<file path="src/rtl/alu_pkg.sv">
// Shared ALU definitions: default widths, opcode encodings, opcode check.
package alu_pkg;

  localparam int ALU_NB_DATA = 8;
  localparam int ALU_NB_OP   = 6;

  localparam logic [ALU_NB_OP-1:0] OP_ADD = 6'b100000;
  localparam logic [ALU_NB_OP-1:0] OP_SUB = 6'b100010;
  localparam logic [ALU_NB_OP-1:0] OP_AND = 6'b100100;
  localparam logic [ALU_NB_OP-1:0] OP_OR  = 6'b100101;
  localparam logic [ALU_NB_OP-1:0] OP_XOR = 6'b100110;
  localparam logic [ALU_NB_OP-1:0] OP_SRA = 6'b000011;
  localparam logic [ALU_NB_OP-1:0] OP_SRL = 6'b000010;
  localparam logic [ALU_NB_OP-1:0] OP_NOR = 6'b100111;

  // True when the opcode is one the ALU implements.
  function automatic logic op_valid(input logic [ALU_NB_OP-1:0] op);
    case (op)
      OP_ADD, OP_SUB, OP_AND, OP_OR,
      OP_XOR, OP_SRA, OP_SRL, OP_NOR: return 1'b1;
      default:                        return 1'b0;
    endcase
  endfunction

endpackage

</file>
<file path="src/rtl/alu_uart_interface_timeout.sv">
// Inter-byte watchdog: counts enabled cycles since the last clear and
// saturates at TIMEOUT, flagging expiry while enabled.
module byte_timeout_counter #(
  parameter int TIMEOUT = 100000
) (
  input  logic i_clk,
  input  logic i_reset,
  input  logic i_enable,
  input  logic i_clear,
  output logic o_expired
);

  localparam int CW = $clog2(TIMEOUT + 1);

  logic [CW-1:0] cnt_q;
  logic [CW-1:0] cnt_d;
  logic          at_limit;

  assign at_limit  = (cnt_q == CW'(TIMEOUT));
  assign o_expired = i_enable && at_limit;

  // Next count: zero when idle or on a new byte, otherwise count up and hold at the limit.
  always_comb begin
    cnt_d = cnt_q;
    if (i_clear || !i_enable) begin
      cnt_d = '0;
    end else if (!at_limit) begin
      cnt_d = cnt_q + 1'b1;
    end
  end

  // Count register.
  always_ff @(posedge i_clk or posedge i_reset) begin
    if (i_reset) begin
      cnt_q <= '0;
    end else begin
      cnt_q <= cnt_d;
    end
  end

endmodule

</file>
<file path="src/rtl/alu_uart_interface.sv">
// Frame controller between uart_rx, alu and uart_tx: gathers A, B, opcode,
// presents them to the ALU, and returns one response byte per frame.
module alu_uart_interface
  import alu_pkg::*;
#(
  parameter int                 NB_DATA  = ALU_NB_DATA,
  parameter int                 NB_OP    = ALU_NB_OP,
  parameter int                 TIMEOUT  = 100000,
  parameter logic [NB_DATA-1:0] ERR_CODE = 8'hFF
) (
  input  logic               i_clk,
  input  logic               i_reset,
  input  logic [NB_DATA-1:0] i_rx_data,
  input  logic               i_rx_done,
  input  logic [NB_DATA-1:0] i_alu_result,
  input  logic               i_tx_done,
  output logic [NB_DATA-1:0] o_data_A,
  output logic [NB_DATA-1:0] o_data_B,
  output logic [NB_OP-1:0]   o_op,
  output logic [NB_DATA-1:0] o_tx_data,
  output logic               o_tx_start,
  output logic               o_error
);

  typedef enum logic [2:0] {
    RX_A, RX_B, RX_OP, EXEC, SEND, WAIT_TX
  } state_t;

  state_t state_q, state_d;

  logic [NB_DATA-1:0] shadow_a_q, shadow_a_d;
  logic [NB_DATA-1:0] shadow_b_q, shadow_b_d;
  logic [NB_DATA-1:0] data_a_q, data_a_d;
  logic [NB_DATA-1:0] data_b_q, data_b_d;
  logic [NB_OP-1:0]   op_q, op_d;
  logic [NB_DATA-1:0] tx_data_q, tx_data_d;
  logic               error_q, error_d;

  logic [NB_OP-1:0] op_in;
  logic             op_ok;
  logic             in_frame;
  logic             expired;

  // Only the low opcode bits matter; anything above is ignored.
  assign op_in    = i_rx_data[NB_OP-1:0];
  assign op_ok    = op_valid(op_in);
  assign in_frame = (state_q == RX_B) || (state_q == RX_OP);

  byte_timeout_counter #(
    .TIMEOUT (TIMEOUT)
  ) u_timeout (
    .i_clk     (i_clk),
    .i_reset   (i_reset),
    .i_enable  (in_frame),
    .i_clear   (i_rx_done),
    .o_expired (expired)
  );

  // State register.
  always_ff @(posedge i_clk or posedge i_reset) begin
    if (i_reset) begin
      state_q <= RX_A;
    end else begin
      state_q <= state_d;
    end
  end

  // Next-state logic; a byte arriving together with expiry still wins.
  always_comb begin
    state_d = state_q;
    case (state_q)
      RX_A:    if (i_rx_done) state_d = RX_B;
      RX_B:    if (i_rx_done) state_d = RX_OP;
               else if (expired) state_d = RX_A;
      RX_OP:   if (i_rx_done) state_d = op_ok ? EXEC : SEND;
               else if (expired) state_d = RX_A;
      EXEC:    state_d = SEND;
      SEND:    state_d = WAIT_TX;
      WAIT_TX: if (i_tx_done) state_d = RX_A;
      default: state_d = RX_A;
    endcase
  end

  // Datapath updates: shadow capture, atomic ALU operand load, response byte.
  always_comb begin
    shadow_a_d = shadow_a_q;
    shadow_b_d = shadow_b_q;
    data_a_d   = data_a_q;
    data_b_d   = data_b_q;
    op_d       = op_q;
    tx_data_d  = tx_data_q;
    error_d    = 1'b0;
    case (state_q)
      RX_A: begin
        if (i_rx_done) shadow_a_d = i_rx_data;
      end
      RX_B: begin
        if (i_rx_done) begin
          shadow_b_d = i_rx_data;
        end else if (expired) begin
          shadow_a_d = '0;
          shadow_b_d = '0;
        end
      end
      RX_OP: begin
        if (i_rx_done) begin
          if (op_ok) begin
            data_a_d = shadow_a_q;
            data_b_d = shadow_b_q;
            op_d     = op_in;
          end else begin
            tx_data_d = ERR_CODE;
            error_d   = 1'b1;
          end
        end else if (expired) begin
          shadow_a_d = '0;
          shadow_b_d = '0;
        end
      end
      EXEC: begin
        tx_data_d = i_alu_result;
      end
      default: ;
    endcase
  end

  // Datapath registers.
  always_ff @(posedge i_clk or posedge i_reset) begin
    if (i_reset) begin
      shadow_a_q <= '0;
      shadow_b_q <= '0;
      data_a_q   <= '0;
      data_b_q   <= '0;
      op_q       <= '0;
      tx_data_q  <= '0;
      error_q    <= 1'b0;
    end else begin
      shadow_a_q <= shadow_a_d;
      shadow_b_q <= shadow_b_d;
      data_a_q   <= data_a_d;
      data_b_q   <= data_b_d;
      op_q       <= op_d;
      tx_data_q  <= tx_data_d;
      error_q    <= error_d;
    end
  end

  // Outputs; the transmit request is a decode of the single-cycle SEND state.
  always_comb begin
    o_data_A   = data_a_q;
    o_data_B   = data_b_q;
    o_op       = op_q;
    o_tx_data  = tx_data_q;
    o_error    = error_q;
    o_tx_start = (state_q == SEND);
  end

endmodule

</file>
<file path="config.mk">
export PLATFORM = sky130hd
export DESIGN_NAME = alu_uart_interface
export DESIGN_NICKNAME = d
export VERILOG_FILES = /design/src/rtl/alu_pkg.sv /design/src/rtl/alu_uart_interface_timeout.sv /design/src/rtl/alu_uart_interface.sv
export SDC_FILE = /design/constraint.sdc
export NUM_CORES = 1
export LEC_CHECK = 0
export CAP_MARGIN = 10
export CORE_ASPECT_RATIO = 0.8
export CORE_UTILIZATION = 45
export CTS_CLUSTER_SIZE = 20
export DETAILED_ROUTE_END_ITERATION = 10
export PLACE_DENSITY = 0.7
export SETUP_SLACK_MARGIN = 0.2
export SKIP_LAST_GASP = 1
export SLEW_MARGIN = 20
export SYNTH_ARGS = -nofsm -noshare
export SYNTH_HDL_FRONTEND = slang
export SYNTH_SLANG_ARGS = --single-unit
export TNS_END_PERCENT = 30
</file>
<file path="constraint.sdc">
create_clock -name i_clk -period 2.2 [get_ports i_clk]
set_clock_uncertainty 0.1 [all_clocks]
set_input_delay 0.44 -clock i_clk [delete_from_list [all_inputs] [get_ports i_clk]]
set_output_delay 0.44 -clock i_clk [all_outputs]
set_load 0.01 [all_outputs]
</file>
==> results of run 1 <==
-- kinds of logic (layout without fill, tap and decap cells) --
logic type | Yosys count | in the layout | synth area share (%)
XOR/XNOR | 14 | 14 | 4.15
buffers and inverters | 14 | 92 | 2.33
AND/OR/NAND/NOR | 80 | 80 | 15.9
adder cells (fa/ha/maj) | 2 | 2 | 0.848
multiplexers | 21 | 21 | 7.97
AO/OA/AOI/OAI | 45 | 45 | 12.0
flip-flops | 67 | 67 | 56.8
-- sequential cells by signal, summed over array words and instances, names as in the netlist --
register / flops
o_error: 1
o_data_A: 8
o_data_B: 8
shadow_a_q: 8
u_timeout.cnt_q: 17
o_tx_data: 8
shadow_b_q: 8
state_q: 3
o_op: 6
-- layout make-up --
| class | count | area [um2] | area share (%) |
|---|---|---|---|
| clock buffers | 11 | 131 | 3.42 |
| inverters | 8 | 33.8 | 0.880 |
| well taps | 84 | 105 | 2.74 |
| flip-flops and latches | 67 | 1680 | 43.7 |
| repair buffers | 68 | 653 | 17.0 |
| clock inverters | 5 | 30.0 | 0.783 |
| multi-input cells | 162 | 1210 | 31.4 |
-- synth_stat cells (2+ instances only) --
cell type | count | area, um2
a22o_2 | 7 | 70.1
o22ai_1 | 9 | 56.3
nor2_1 | 34 | 128
nor4_1 | 3 | 18.8
nand2b_1 | 7 | 43.8
a21oi_1 | 12 | 60.1
nor2b_1 | 3 | 18.8
a221o_2 | 2 | 22.5
nand4_1 | 4 | 25.0
xor2_1 | 3 | 26.3
inv_1 | 8 | 30.0
nand3_1 | 6 | 30.0
a22o_1 | 9 | 78.8
and4bb_2 | 3 | 37.5
nor3_1 | 5 | 25.0
ha_1 | 2 | 25.0
clkbuf_1 | 3 | 11.3
nand2_1 | 5 | 18.8
buf_6 | 2 | 22.5
dfrtp_1 | 67 | 1680
xnor2_1 | 11 | 96.3
mux2_2 | 19 | 214
-- layer usage --
| layer | track usage (%) | vias to the layer above |
|---|---|---|
| met1 | 28.0 | 1043 |
| met4 | 4.17 | 0 |
| li1 | - | 1032 |
| met3 | 6.85 | 6 |
| met5 | 0 | - |
| met2 | 27.3 | 44 |
-- power by group through the flow --
stage	registers (mW)	logic, mW	clock network [mW]
final	1.88	1.55	0.848
after CTS	1.88	1.57	0.882
after detailed placement	1.90	1.56	0
after floorplan	1.93	0.803	0
after global routing	1.94	1.71	0.926
after global placement	1.89	1.54	0
-- metrics by stage --
| stage | power, mW | cells | hold slack, ps | setup TNS (ps) |
|---|---|---|---|---|
| floorplan | 2.73 | 243 | 361 | 0 |
| global route | 4.57 | 405 | 417 | 0 |
| global placement | 3.43 | 389 | 375 | -725 |
| detailed placement | 3.46 | 389 | 375 | -1870 |
| finish | 4.28 | 405 | 382 | 0 |
| CTS | 4.33 | 405 | 391 | 0 |
-- repair_timing --
action,CTS,global route
setup endpoints to repair,1,18
resized for setup,2,1
pin swaps,0,1
-- path summary, 6_finish.rpt --
| path | to | slack [ps] | depth (start not counted) |
|---|---|---|---|
| setup / recovery | shadow_b_q[7] | 290 | 6 |
| hold / removal | o_data_A[4] | 380 | 1 |
| setup reg to reg | shadow_b_q[7] | 290 | 6 |
| hold reg to reg | o_data_A[4] | 380 | 1 |
| max in group asynchronous | state_q[1] | 1240 | 3 |
| min in group asynchronous | u_timeout.cnt_q[3] | 440 | 3 |
==> summary.txt, run 1 <==
Outcome
  • Outcome: complete, no violations

Routing
  • Metal1 wirelength: roughly 3.2 mm
  • Top layer in use: met4
  • Starting DRT DRC Count: roughly 100
  • Number of remaining DRC errors: 0
  • DR WL met2: between 2 and 3 mm
  • Routed vias: 2125
  • Via-to-Cell Ratio: around 5.2
  • Routed length per instance: about 15 um
  • Routed Antenna Nets: 0
  • WL met3: 282 um
  • Total wire length: about 6.1 mm
  • Pre-Repair DR Iteration Count: 4

Cells and area
  • Net count, final: approximately 340
  • Antenna diode count: 0
  • Share of cells above drive strength 1: 23.4%
  • Area delta synth->final: 30.0%
  • Fin util: 60.2%
  • Commonest non-fill, non-tap cell in the layout: dfrtp_1
  • FILL cells: about 540
  • Design Area, Final: 3840 um2
  • Commonest non-fill, non-tap cells in the layout: dfrtp_1, clkdlybuf4s50_1, nor2_1, mux2_2, buf_4

Power
  • Pint: 2.91 mW
  • Max VDD drop: 0.714 mV
  • Cell Pwr Density: 1120 nW/um2
  • Leak: 1.65 nW
  • Comb pwr share: a little over a third
  • Sw Pwr: around 1.4 mW
  • Sw frac: 32.1%
  • Flop pwr share: between 40% and 50%
  • Clock share of power: roughly a fifth

Clocking
  • CTS Sinks: between 60 and 70
  • Clock transition at the registers of the reported paths: 70 ps
  • # H-tree levels: 3
  • Post-CTS Setup Bufs: 0
  • CTS tree: yes
  • Cts-stage hold buffer count: 0
  • Skew-Pair Late Insertion Delay: 340 ps
  • Clk root buf: clkbuf_8
  • Inserted Clock Buffers: 9
  • Clock buffer depth: 2

Place
  • Port bufs: 51
  • Dpl ws: -118 ps
  • Cell Area, Placed: 3670 um2
  • Final Wtd Congestion: 0.771
  • Dpl hpwl: 4.15 mm

Yosys
  • Warnings from Yosys: 0
  • Yosys cell types: 41
  • Synth Flop Type: dfrtp_1
  • Cells after Synth: 243
  • Yosys reg bits: 67
  • Post-synth EDFFs: 0
  • Sequential share of the synthesized area: between 50 and 60%
  • Async S/R FF share, synth: between 90% and 100%
  • Synthesized area: 2950 um2
  • Syn_area_per_cell: 12.1 um2
  • Synth Net Count: 265

STA
  • Worst Tran Pin Value: 707 ps
  • Hold Fails Final Rpt: 0
  • RSZ-0062 raised after global routing: yes
  • Final Max Slew Viols: 0
  • Final setup viols: 0
  • Max-slew headroom: a little over half
  • Fin worst setup slack: 288 ps
  • Final worst path period need: 1910 ps
  • Max Fclk: roughly 0.52 GHz
  • Fin crit share: about 87%

Worst setup path
  • Crit Path Max Fanout: 8
  • CP Buf/Inv Count: 1
  • Critical Path RT: 2330 ps
  • WP data arrival: 2040 ps
  • Worst path cell trace: inv_1, ha_1, and4bb_2, nand4_2, a221o_2, a22o_2
  • CP startpoint: u_timeout.cnt_q[0]
  • Reg2reg start: u_timeout.cnt_q[0]
  • Critical path type: reg2reg
  • Critical path startpoint category: flop
  • Critical path endpoint category: flop
  • Slowest stage cell on the critical path: a221o_2
  • Cell family with the largest share of critical-path delay: compound AO/OA/AOI/OAI gates
  • Max stage delay on crit path: 470 ps

Global routing
  • Pin count of the biggest net entering global routing: 68
  • Vias in the first global route: 2066
  • First-pass GRT wire length: 10.0 mm
  • GRT Residual Overflow: 0
  • Initial antenna violation count: 0
  • Total Routing Usage GR: 19.1%

Flow run
  • Max-cap viol count: 0

Worst hold path
  • Worst Hold Class: reg2reg
  • Min-delay src: o_data_A[4]

Floorplan
  • Num ports: 52
  • Initial Utilization: 46.3%
  • Die Area: 6890 um2
  • FP Rows: 26
  • Core area: roughly 6400 um2
  • DIE WIDTH: 92.5 um
  • Vert. Die Dim: 74.4 um
Power figures use the tool's default switching activity.
==> run 2, diff against run 1 <==
--- a/config.mk
+++ b/config.mk
@@ -10,7 +10,7 @@
 export CORE_UTILIZATION = 45
 export CTS_CLUSTER_SIZE = 20
 export DETAILED_ROUTE_END_ITERATION = 10
-export PLACE_DENSITY = 0.7
+export PLACE_DENSITY_LB_ADDON = 0.05
 export SETUP_SLACK_MARGIN = 0.2
 export SKIP_LAST_GASP = 1
 export SLEW_MARGIN = 20
==> constraint.sdc (replaced) <==
create_clock -name i_clk -period 1.6 [get_ports i_clk]
set_clock_uncertainty 0.1 [all_clocks]
set_input_delay 0.32 -clock i_clk [delete_from_list [all_inputs] [get_ports i_clk]]
set_output_delay 0.32 -clock i_clk [all_outputs]
set_load 0.01 [all_outputs]
==> summary.txt, run 2 (synthesis gave the netlist of run 1 again) <==
Cells and area
  • Share of cells above drive strength 1: 33.6%
  • Commonest non-fill, non-tap cells in the layout: dfrtp_1, buf_4, clkdlybuf4s50_1, nor2_1, mux2_4
  • Largest register by flop count: u_timeout.cnt_q
  • Net count, final: 380
  • Antenna diode count: 0
  • Max FFs per register: 17
  • Fin util: 68.3%
  • Area delta synth->final: 47.6%
  • Commonest non-fill, non-tap cell in the layout: dfrtp_1

STA
  • Max Fclk: about 0.54 GHz
  • Hold Slack: 235 ps
  • Final setup viols: 73
  • Fin worst setup slack: -268 ps
  • Fin crit share: 117%
  • Final Max Slew Viols: 0
  • RSZ-0062 raised after global routing: yes
  • Max-slew headroom: 71.3%
  • TNS Setup: -7040 ps
  • Final worst path period need: 1870 ps
  • Hold Fails Final Rpt: 0
  • Worst Tran Pin Value: 429 ps

Clocking
  • CTS tree: yes
  • Clk root buf: clkbuf_8
  • # H-tree levels: 3
  • Clock buffer depth: 2
  • Skew-Pair Late Insertion Delay: 340 ps
  • Clock transition at the registers of the reported paths: roughly 70 ps
  • Inserted Clock Buffers: 9
  • Cts-stage hold buffer count: 0
  • CTS Sinks: 67

Floorplan
  • Core area: 6380 um2
  • DIE WIDTH: about 93 um
  • Num ports: 52
  • Vert. Die Dim: 74.4 um
  • Initial Utilization: between 40% and 50%
  • Die Area: about 6900 um2
  • FP Rows: 26

Power
  • Max VDD drop: 1.00 mV
  • Final Total Pwr: 6.74 mW
  • Leak: 1.96 nW
  • Cell Pwr Density: between 1500 and 2000 nW/um2

Place
  • Port bufs: 51
  • Dpl hpwl: roughly 4.5 mm
  • Final Wtd Congestion: 0.727

Routing
  • Routed Antenna Nets: 0
  • Total wire length: 6.68 mm
  • Routed vias: 2312
  • Number of remaining DRC errors: 0
  • Routed length per instance: 14.9 um
  • Starting DRT DRC Count: 77
  • Pre-Repair DR Iteration Count: 4
  • Via-to-Cell Ratio: roughly 5.2

Global routing
  • First-pass GRT wire length: roughly 11 mm
  • Pin count of the biggest net entering global routing: 68
  • Initial antenna violation count: 0
  • Vias in the first global route: between 2000 and 2500
  • GRT Residual Overflow: 0
  • Total Routing Usage GR: 20.4%

Outcome
  • Failing checks: setup timing
  • Outcome: complete, but fails checks

Worst setup path
  • Critical path endpoint category: flop
  • Critical path startpoint category: flop
  • Critical path type: reg2reg
  • Crit Path Max Fanout: 8
  • WP data arrival: 2000 ps
  • Slowest stage cell on the critical path: a221o_2
  • Max stage delay on crit path: 480 ps
  • Worst path cell trace: inv_2, ha_4, and4bb_2, nand4_2, a221o_2, a22o_2
  • Critical Path RT: between 1500 and 2000 ps

Worst hold path
  • Worst Hold Class: in2reg

Flow run
  • Max-cap viol count: 0
-- run 2: cell types whose count changed in the layout (fill, tap and decap cells not counted), moves of 2 or more --
cell             before  now
buf_4                15   55
clkbuf_8              9   11
dlymetal6s2s_1        0    2
inv_1                 7    5
inv_2                 0    2
clkinv_2              3    1
mux2_4                0   20
clkdlybuf4s50_1      50   48
mux2_2               19    0
bufinv_16             0    2
-- run 2: report_power, final --
part / internal (mW) / switching (mW)
Sequential: 2.23 / 0.355
Clock: 0.961 / 0.626
Combinational: 1.55 / 1.02
Total: 4.74 / 2.00
-- run 2: area by class of cell --
| type | instances | area [um2] |
|---|---|---|
| Tap cell | 84 | 105 |
| Multi-Input combinational cell | 162 | 1310 |
| Fill cell | 498 | 2020 |
| Inverter | 8 | 33.8 |
| Sequential cell | 67 | 1680 |
| Clock buffer | 12 | 155 |
| Timing Repair Buffer | 110 | 1010 |
| Clock inverter | 4 | 72.6 |
-- run 2: worst paths after layout --
kind / to / cells after the start / slack (ps) / start
worst max register to register: shadow_b_q[6] / 6 / -270 / u_timeout.cnt_q[0]
max in group asynchronous: o_data_A[6] / 3 / 790 / i_reset
min in group asynchronous: o_data_A[5] / 3 / 310 / i_reset
worst max-delay path: shadow_b_q[6] / 6 / -270 / u_timeout.cnt_q[0]
worst min-delay path: shadow_a_q[2] / 2 / 240 / i_rx_data[2]
worst min register to register: shadow_b_q[7] / 1 / 410 / shadow_b_q[7]
-- run 2: stage by stage --
step | std cells | area (um2) | setup WS (ps)
3_3_place_gp | 421 | 3930 | -577
3_5_place_dp | 421 | 3930 | -624
6_report | 447 | 4360 | -268
5_1_grt | 447 | 4360 | -319
2_1_floorplan | 243 | 2960 | -226
4_1_cts | 442 | 4220 | -250
-- run 2: what timing repair did --
action / in CTS / in global routing
gates cloned: 0 / 1
pin swaps: 11 / 9
resized for setup: 11 / 20
setup buffers: 5 / 4
setup endpoints to repair: 99 / 99
-- run 2: worst max-delay path, delay by kind of cell, from the launching register on --
kind / cells / cell delay, ps
AND/OR/NAND/NOR: 2 / 330
flip-flops: 1 / 400
adder cells (fa/ha/maj): 1 / 120
buffers and inverters: 1 / 80
AO/OA/AOI/OAI: 2 / 730
-- run 2: per-layer routing --
metal	vias to the layer above	part of all wire, %	GRT usage (%)
li1	1111	-	-
met1	1140	51	29.9
met2	53	43	29.4
met3	8	4.0	4.70
met4	0	1.4	8.33
met5	-	0	0
